$ cat src/rtl/hazard_scoreboard.sv
// Decode-stage hazard unit: load-use and multdiv RAW/WAW/structural stalls
// with a single-entry multdiv busy tracker, watchdog and stall counter.
module hazard_scoreboard #(
   parameter  int NREG      = 32,
   parameter  int MD_MAXCYC = 40,
   parameter  int CNT_W     = 16,
   localparam int RW        = $clog2(NREG)
) (
   input  logic             clock,
   input  logic             reset,
   input  logic [31:0]      fd_insn,
   input  logic [31:0]      dx_insn,
   input  logic             md_issue,
   input  logic             md_done,
   input  logic             flush,
   output logic             stall,
   output logic             md_busy,
   output logic [RW-1:0]    md_dest,
   output logic             md_timeout,
   output logic [CNT_W-1:0] stall_count
);

   localparam int WD_W = $clog2(MD_MAXCYC + 1);
   localparam logic [WD_W-1:0] WD_MAX = WD_W'(MD_MAXCYC);

   localparam logic [4:0] OP_ALU  = 5'b00000;
   localparam logic [4:0] OP_J    = 5'b00001;
   localparam logic [4:0] OP_BNE  = 5'b00010;
   localparam logic [4:0] OP_JAL  = 5'b00011;
   localparam logic [4:0] OP_JR   = 5'b00100;
   localparam logic [4:0] OP_ADDI = 5'b00101;
   localparam logic [4:0] OP_BLT  = 5'b00110;
   localparam logic [4:0] OP_SW   = 5'b00111;
   localparam logic [4:0] OP_LW   = 5'b01000;
   localparam logic [4:0] OP_SETX = 5'b10101;
   localparam logic [4:0] OP_BEX  = 5'b10110;

   localparam logic [4:0] ALU_SLL = 5'b00100;
   localparam logic [4:0] ALU_SRA = 5'b00101;
   localparam logic [4:0] ALU_MUL = 5'b00110;
   localparam logic [4:0] ALU_DIV = 5'b00111;

   typedef enum logic {IDLE, BUSY} state_t;

   state_t           state_q, state_d;
   logic [RW-1:0]    md_dest_q, md_dest_d;
   logic [WD_W-1:0]  wd_q, wd_d;
   logic             md_timeout_q, md_timeout_d;
   logic [CNT_W-1:0] stall_count_q, stall_count_d;

   // Narrow a 5-bit field to RW bits, keeping the upper bits
   function automatic logic [RW-1:0] ridx(input logic [4:0] f);
      return f[4 -: RW];
   endfunction

   function automatic logic reads_reg(input logic [31:0] i,
                                      input logic [RW-1:0] r);
      logic [4:0] op, alu;
      logic       use_rs, use_rt, use_rd, use_30;
      op     = i[31:27];
      alu    = i[6:2];
      use_rs = !(op == OP_J || op == OP_JAL ||
                 op == OP_SETX || op == OP_BEX);
      use_rt = (op == OP_ALU) && alu != ALU_SLL && alu != ALU_SRA;
      use_rd = op == OP_SW || op == OP_BNE ||
               op == OP_BLT || op == OP_JR;
      use_30 = op == OP_BEX;
      return (r != '0) &&
             ((use_rs && ridx(i[21:17]) == r) ||
              (use_rt && ridx(i[16:12]) == r) ||
              (use_rd && ridx(i[26:22]) == r) ||
              (use_30 && ridx(5'd30) == r));
   endfunction

   function automatic logic writes_reg(input logic [31:0] i,
                                       input logic [RW-1:0] r);
      logic [4:0] op;
      op = i[31:27];
      return (r != '0) &&
             (((op == OP_ALU || op == OP_ADDI || op == OP_LW) &&
               ridx(i[26:22]) == r) ||
              (op == OP_JAL  && ridx(5'd31) == r) ||
              (op == OP_SETX && ridx(5'd30) == r));
   endfunction

   logic [RW-1:0] dx_rd;
   logic          dx_is_lw, fd_is_md, issue_ok;
   logic          load_use, md_raw, md_waw, md_struct;
   logic          unused_bits;

   assign dx_rd    = ridx(dx_insn[26:22]);
   assign dx_is_lw = dx_insn[31:27] == OP_LW;
   assign fd_is_md = fd_insn[31:27] == OP_ALU &&
                     (fd_insn[6:2] == ALU_MUL || fd_insn[6:2] == ALU_DIV);
   assign issue_ok = md_issue && !flush;

   assign load_use  = dx_is_lw && dx_rd != '0 && reads_reg(fd_insn, dx_rd);
   assign md_raw    = md_busy && reads_reg(fd_insn, md_dest_q);
   assign md_waw    = md_busy && writes_reg(fd_insn, md_dest_q);
   assign md_struct = md_busy && !md_done && fd_is_md;
   assign stall     = load_use | md_raw | md_waw | md_struct;

   assign unused_bits = ^{dx_insn[21:0], fd_insn[11:7], fd_insn[1:0]};

   always_comb begin
      state_d       = state_q;
      md_dest_d     = md_dest_q;
      wd_d          = wd_q;
      md_timeout_d  = md_timeout_q;
      stall_count_d = stall_count_q;
      unique case (state_q)
         IDLE: begin
            if (issue_ok) begin
               state_d   = BUSY;
               md_dest_d = dx_rd;
               wd_d      = '0;
            end
         end
         BUSY: begin
            if (md_done) begin
               wd_d = '0;
               if (issue_ok) begin
                  md_dest_d = dx_rd;
               end else begin
                  state_d   = IDLE;
                  md_dest_d = '0;
               end
            end else if (wd_q != WD_MAX) begin
               wd_d = wd_q + 1'b1;
               if (wd_d == WD_MAX) md_timeout_d = 1'b1;
            end
         end
         default: begin
            state_d   = IDLE;
            md_dest_d = '0;
            wd_d      = '0;
         end
      endcase
      if (stall && !(&stall_count_q))
         stall_count_d = stall_count_q + 1'b1;
   end

   always_ff @(posedge clock or posedge reset) begin
      if (reset) begin
         state_q       <= IDLE;
         md_dest_q     <= '0;
         wd_q          <= '0;
         md_timeout_q  <= 1'b0;
         stall_count_q <= '0;
      end else begin
         state_q       <= state_d;
         md_dest_q     <= md_dest_d;
         wd_q          <= wd_d;
         md_timeout_q  <= md_timeout_d;
         stall_count_q <= stall_count_d;
      end
   end

   assign md_busy     = state_q == BUSY;
   assign md_dest     = md_dest_q;
   assign md_timeout  = md_timeout_q;
   assign stall_count = stall_count_q;

endmodule
$ cat config.mk
export PLATFORM = sky130hd
export DESIGN_NAME = hazard_scoreboard
export DESIGN_NICKNAME = d
export VERILOG_FILES = /design/src/rtl/hazard_scoreboard.sv
export SDC_FILE = /design/constraint.sdc
export NUM_CORES = 1
export LEC_CHECK = 0
export CORE_MARGIN = 3
export CORE_UTILIZATION = 40
export DETAILED_ROUTE_END_ITERATION = 10
export GPL_TIMING_DRIVEN = 0
export MAX_ROUTING_LAYER = met4
export PLACE_DENSITY = 0.76
export SYNTH_ARGS = -nofsm -noshare
export SYNTH_HDL_FRONTEND = slang
export SYNTH_SLANG_ARGS = --single-unit
$ cat constraint.sdc
create_clock -name clock -period 3.1 [get_ports clock]
set_input_delay 0.465 -clock clock [delete_from_list [all_inputs] [get_ports clock]]
set_output_delay 0.465 -clock clock [all_outputs]
set_load 0.02 [all_outputs]
; Word-level counts from Yosys, hierarchy flattened
; Cells that the tools add are included.
; Widths: inputs -> output; s select.
[word_totals]
regBits = 29
input_bits = 69
output_inout_bits = 24
wordCells = 105
[op_classes]
n_addsub = 2
n_eq_ne = 29
mux = 11
n_bitwise = 5
n_reduce_logical = 53
[op_table]
columns = cell, count
row1 = $eq 5x3->1 const B, 6
row2 = $eq 5x5->1, 6
row3 = $logic_and 1x1->1, 25
row4 = $mux 6, 3
row5 = $logic_or 1x1->1, 17
row6 = $add 16x1->16 const B, 1
row7 = $reduce_and 16->1, 1
row8 = $eq 5x5->1 const A, 3
row9 = $mux 5, 3
row10 = $pmux 6 s2, 1
row11 = $eq 5x2->1 const B, 2
row12 = $eq 5x4->1 const B, 2
row13 = $eq 5x5->1 const B, 2
row14 = $ne 5x3->1 const B, 2
row15 = $pmux 5 s2, 1
row16 = $reduce_bool 5->1, 2
row17 = $add 6x1->6 const B, 1
row18 = $eq 6x6->1 const B, 1
row19 = $ne 6x6->1 const B, 1
row20 = $eq 5x1->1 const B, 1
row21 = $logic_not 5->1, 1
row22 = $logic_not 1->1, 4
row23 = $ne 2x2->1 const B, 2
row24 = $reduce_and 2->1, 2
row25 = other kinds (6), 10

; Logic depth before layout (Yosys ltp)
[logic_depth]
ltp_word = 15
mapped_depth = 10
ltp_nobuf = 8

; Worst setup path before layout
; OpenSTA, ideal clock, no wires.
[synth_timing]
path_type = input to output
from = input port fd_insn[31]
to = output port stall
t_arrival_ns = 2.270
required_ns = 2.635
path_slack_ns = 0.365
stages = 6
n_path_buf = 0
cell_sequence = or4_1 a311o_1 or4_1 a31oi_1 or2_2 or2_2
[synth_via]
elab_chain_cells = 14
word_cells_on_any_way = 52
classes_between = 10 x eq/ne / 3 x bitwise / 39 x reduce/logical
[synth_rtl]
columns = element, line
row1 = start: declaration, 11  ; input logic [31:0] fd_insn,
row2 = $eq 5x1->1 or $eq 5x2->1 (tied branches), "62, 82"
row3 = $logic_or 1x1->1 (2 in a row), 62  ; use_rs = !(op == OP_J || op == OP_JAL ||
row4 = $logic_or 1x1->1, 63  ; op == OP_SETX || op == OP_BEX);
row5 = $logic_not 1->1, 62
row6 = $logic_and 1x1->1, 69  ; ((use_rs && ridx(i[21:17]) == r) ||
row7 = $logic_or 1x1->1, 69
row8 = $logic_or 1x1->1, 70  ; (use_rt && ridx(i[16:12]) == r) ||
row9 = $logic_or 1x1->1, 71  ; (use_rd && ridx(i[26:22]) == r) ||
row10 = $logic_and 1x1->1, 68  ; return (r != '0) &&
row11 = "$logic_and 1x1->1, on equally long branches", "97, 98"
row12 = $or 1x1->1 (2 in a row), 101  ; assign stall = load_use | md_raw | md_waw | md_struct;
row13 = $or 1x1->1 (*), 101
row14 = end: declaration, 16  ; output logic stall,
; Every way passes the cells marked *; elsewhere a longest branch is shown, timed or not.

; Final worst setup path
[layout_timing]
from = input port fd_insn[30]
to = output port stall
; Same word-level chain as after synthesis.

==> out/results.ini <==
[global_routing]
grt_pass1_wl_um = 8250
grt_start_max_net_pins = 30
antenna_found_initial = 0
grt_pass1_vias = 1724
grt_util_all_layers_pct = 17.9
gr-total-overflow = 0

[status]
status = complete, no violations

[drt]
drt_pass1_iterations = 4
drc_errors = 0
routedWlPerCell_um = 13.7
ant_nets = 0
finalWirelength_um = 4910
viasPerCell = 5.18
dr_total_vias = 1856
first_iter_violations = 73

[place]
dp_hpwl_um = 3750
routabilityCongestion = 0.859
dp_slack_ns = -0.932
portBuffers = 56
dp.cells = 347

[clock_network]
ctsLongestPathBuffers = 2
cts-root-buf = clkbuf_8
cts_tree = done
numCtsBuffers = 5
clk_latency_ns = 0.28
clkTransAtPathRegs_ns = 0.06
clock-sinks = 29
htree_levels = 2

[final_layout]
drive_gt1_share_pct = 8.93
nets = 363
fin_cells = 358
num-fill-cells = 438
syn_to_final_growth_pct = 39.1
diodes = 0
fin_util_pct = 58.0

[timing]
final.min_clock_period_ns = 3.10
fin_worst_skew_ns = 0.00739
setup_viol = 0
slew_headroom_pct = 27.9
tightest_slew_ns = 1.08
fin_setup_tns_ns = 0
max_freq_ghz = 0.323
drv_slew = 0
hold_viol_final = 0
rsz0062_at_grt = yes
fin_crit_sh_pct = 99.9
fin_ws_ns = 0.00365

[die]
fp.dieW_um = 76.6
die-height_um = 76.6
initial_core_util_pct = 41.7
io-pin-count = 93
core_area_mm2 = 0.00479
dieArea_mm2 = 0.00587
num_rows = 25

[critical_path]
cp-start-kind = input pin
worstRegToRegCells = 9
arrival_ns = 2.63
critPathKind = in2out
crit_chain = buf_8 -> or4_4 -> a311o_1 -> or4_1 -> a31oi_1 -> or2_4 -> or2_4 -> buf_6
end_kind = primary output
slowest_delay_ns = 0.56
critPathRequiredTime_ns = 2.63
path_max_fanout = 3
path_common_cell = or2_4
critPathSlowestCell = or4_1

[synth]
yosysSeqAreaShare_pct = 36.4
synth.avg_cell_area_um2 = 8.90
synth.most_common_cell = dfrtp_1
synth_edf_count = 0
syn_inst = 224
synth_cell_type_count = 36
synthTopCellsByArea = dfrtp_1 (36%), xor2_1 (11%), xnor2_1 (9.2%)
ys.flop_type = dfrtp_1
synthesis.area_mm2 = 0.00199
yosys-top-cells-count = dfrtp_1 (29), xor2_1 (25), xnor2_1 (21)
async_flop_share_pct = 100
synth_top_cell_by_area = dfrtp_1
yosys_warnings = 0
ys_ff_latch = 29
synth_top_area_share_pct = 36.4
syn-num-nets = 297

[pwr]
clockPowerShare_pct = 28.9
ir_worst_vdd_mv = 0.313
leakagePower_nw = 1.16
power.density_mw_per_mm2 = 362
p_comb_share_pct = 27.7
switching_power_mw = 0.304
total_power_mw = 1.01
p_int_mw = 0.701
power_switching_share_pct = 30.3
p_seq_share_pct = 43.4

[worst_hold_path]
whs_path_depth = 1
hold_path_class = reg2reg

[job]
drv_cap = 0

per-layer routing:
layer | up-vias | track usage, % | share of wire (%)
li1 | 922 | - | -
met1 | 871 | 23.6 | 47
met2 | 57 | 28.0 | 48
met3 | 6 | 3.66 | 4.5
met4 | 0 | 4.89 | 1.2
met5 | - | - | 0
layout make-up:
cell class | count | area [um^2] | area share [%]
Buffer | 13 | 56.3 | 2.03
Clock buffer | 6 | 72.6 | 2.62
Clock inverter | 2 | 10.0 | 0.361
Inverter | 8 | 30.0 | 1.08
Multi-Input combinational cell | 174 | 1200 | 43.3
Sequential cell | 29 | 726 | 26.2
Tap cell | 67 | 83.8 | 3.02
Timing Repair Buffer | 59 | 593 | 21.4
placed cells by master (no fill, tap or decap), types with 4 or more instances in the layout:
master and count:
nand4_1 4, nand2_1 14, clkbuf_8 5, and3_1 5, nor2b_1 4, ha_1 4
nand3_1 18, nand2b_1 4, nor2_1 15, xnor2_1 21, inv_1 8, a22o_1 6
dfrtp_1 29, xor2_1 25, nor3_1 8, or4_1 7, clkbuf_1 13, o21ai_0 13
clkdlybuf4s50_1 51
repair_timing:
action / in CTS / in global routing
gates resized for setup: 17 / 23
pin swaps: 3 / 7
hold buffers: 0 / 0
gates cloned: 0 / 0
setup buffers: 0 / 3
setup endpoints to repair: 17 / 1
critical path: cells and delay by family:
family          cells  cell delay, ns
simple gates        4            1.36
buf+inv             2            0.20
compound gates      2            0.60
flip-flops by register name, summed over array words and instances, names as in the netlist:
signal,cells
md_busy,1
stall_count,16
md_dest,5
wd_q,6
md_timeout,1
path summary, 6_finish.rpt:
check	start	end	slack (ns)
max in group asynchronous	reset	md_dest[3]	1.67
max reg2reg	md_dest[0]	stall_count[4]	0.46
min	md_timeout	md_timeout	0.47
max	fd_insn[30]	stall	0.004
min in group asynchronous	reset	stall_count[10]	0.78
min reg2reg	md_timeout	md_timeout	0.47
cells by family (layout without fill, tap and decap cells):
group / after synthesis / after routing / share of synthesized area (%)
adder cells (fa/ha/maj): 4 / 4 / 2.51
AND/OR/NAND/NOR: 91 / 91 / 24.8
buffers and inverters: 21 / 88 / 4.33
AO/OA/AOI/OAI: 32 / 32 / 11.2
multiplexers: 1 / 1 / 0.565
XOR/XNOR: 46 / 46 / 20.2
flip-flops: 29 / 29 / 36.4
power by group through the flow:
stage               Combinational (mW)  Sequential [mW]  Clock [mW]
floorplan                        0.129            0.460           0
global placement                 0.271            0.441           0
detailed placement               0.275            0.441           0
CTS                              0.275            0.435       0.303
global route                     0.305            0.441       0.324
finish                           0.279            0.436       0.290
per-stage QoR:
| step | area [um^2] | hold WS [ns] |
|---|---|---|
| floorplan | 1990 | 0.492 |
| global placement | 2640 | 0.455 |
| detailed placement | 2640 | 0.459 |
| CTS | 2730 | 0.470 |
| global route | 2770 | 0.512 |
| finish | 2770 | 0.466 |
No activity file was read; power rests on OpenSTA's default activity.
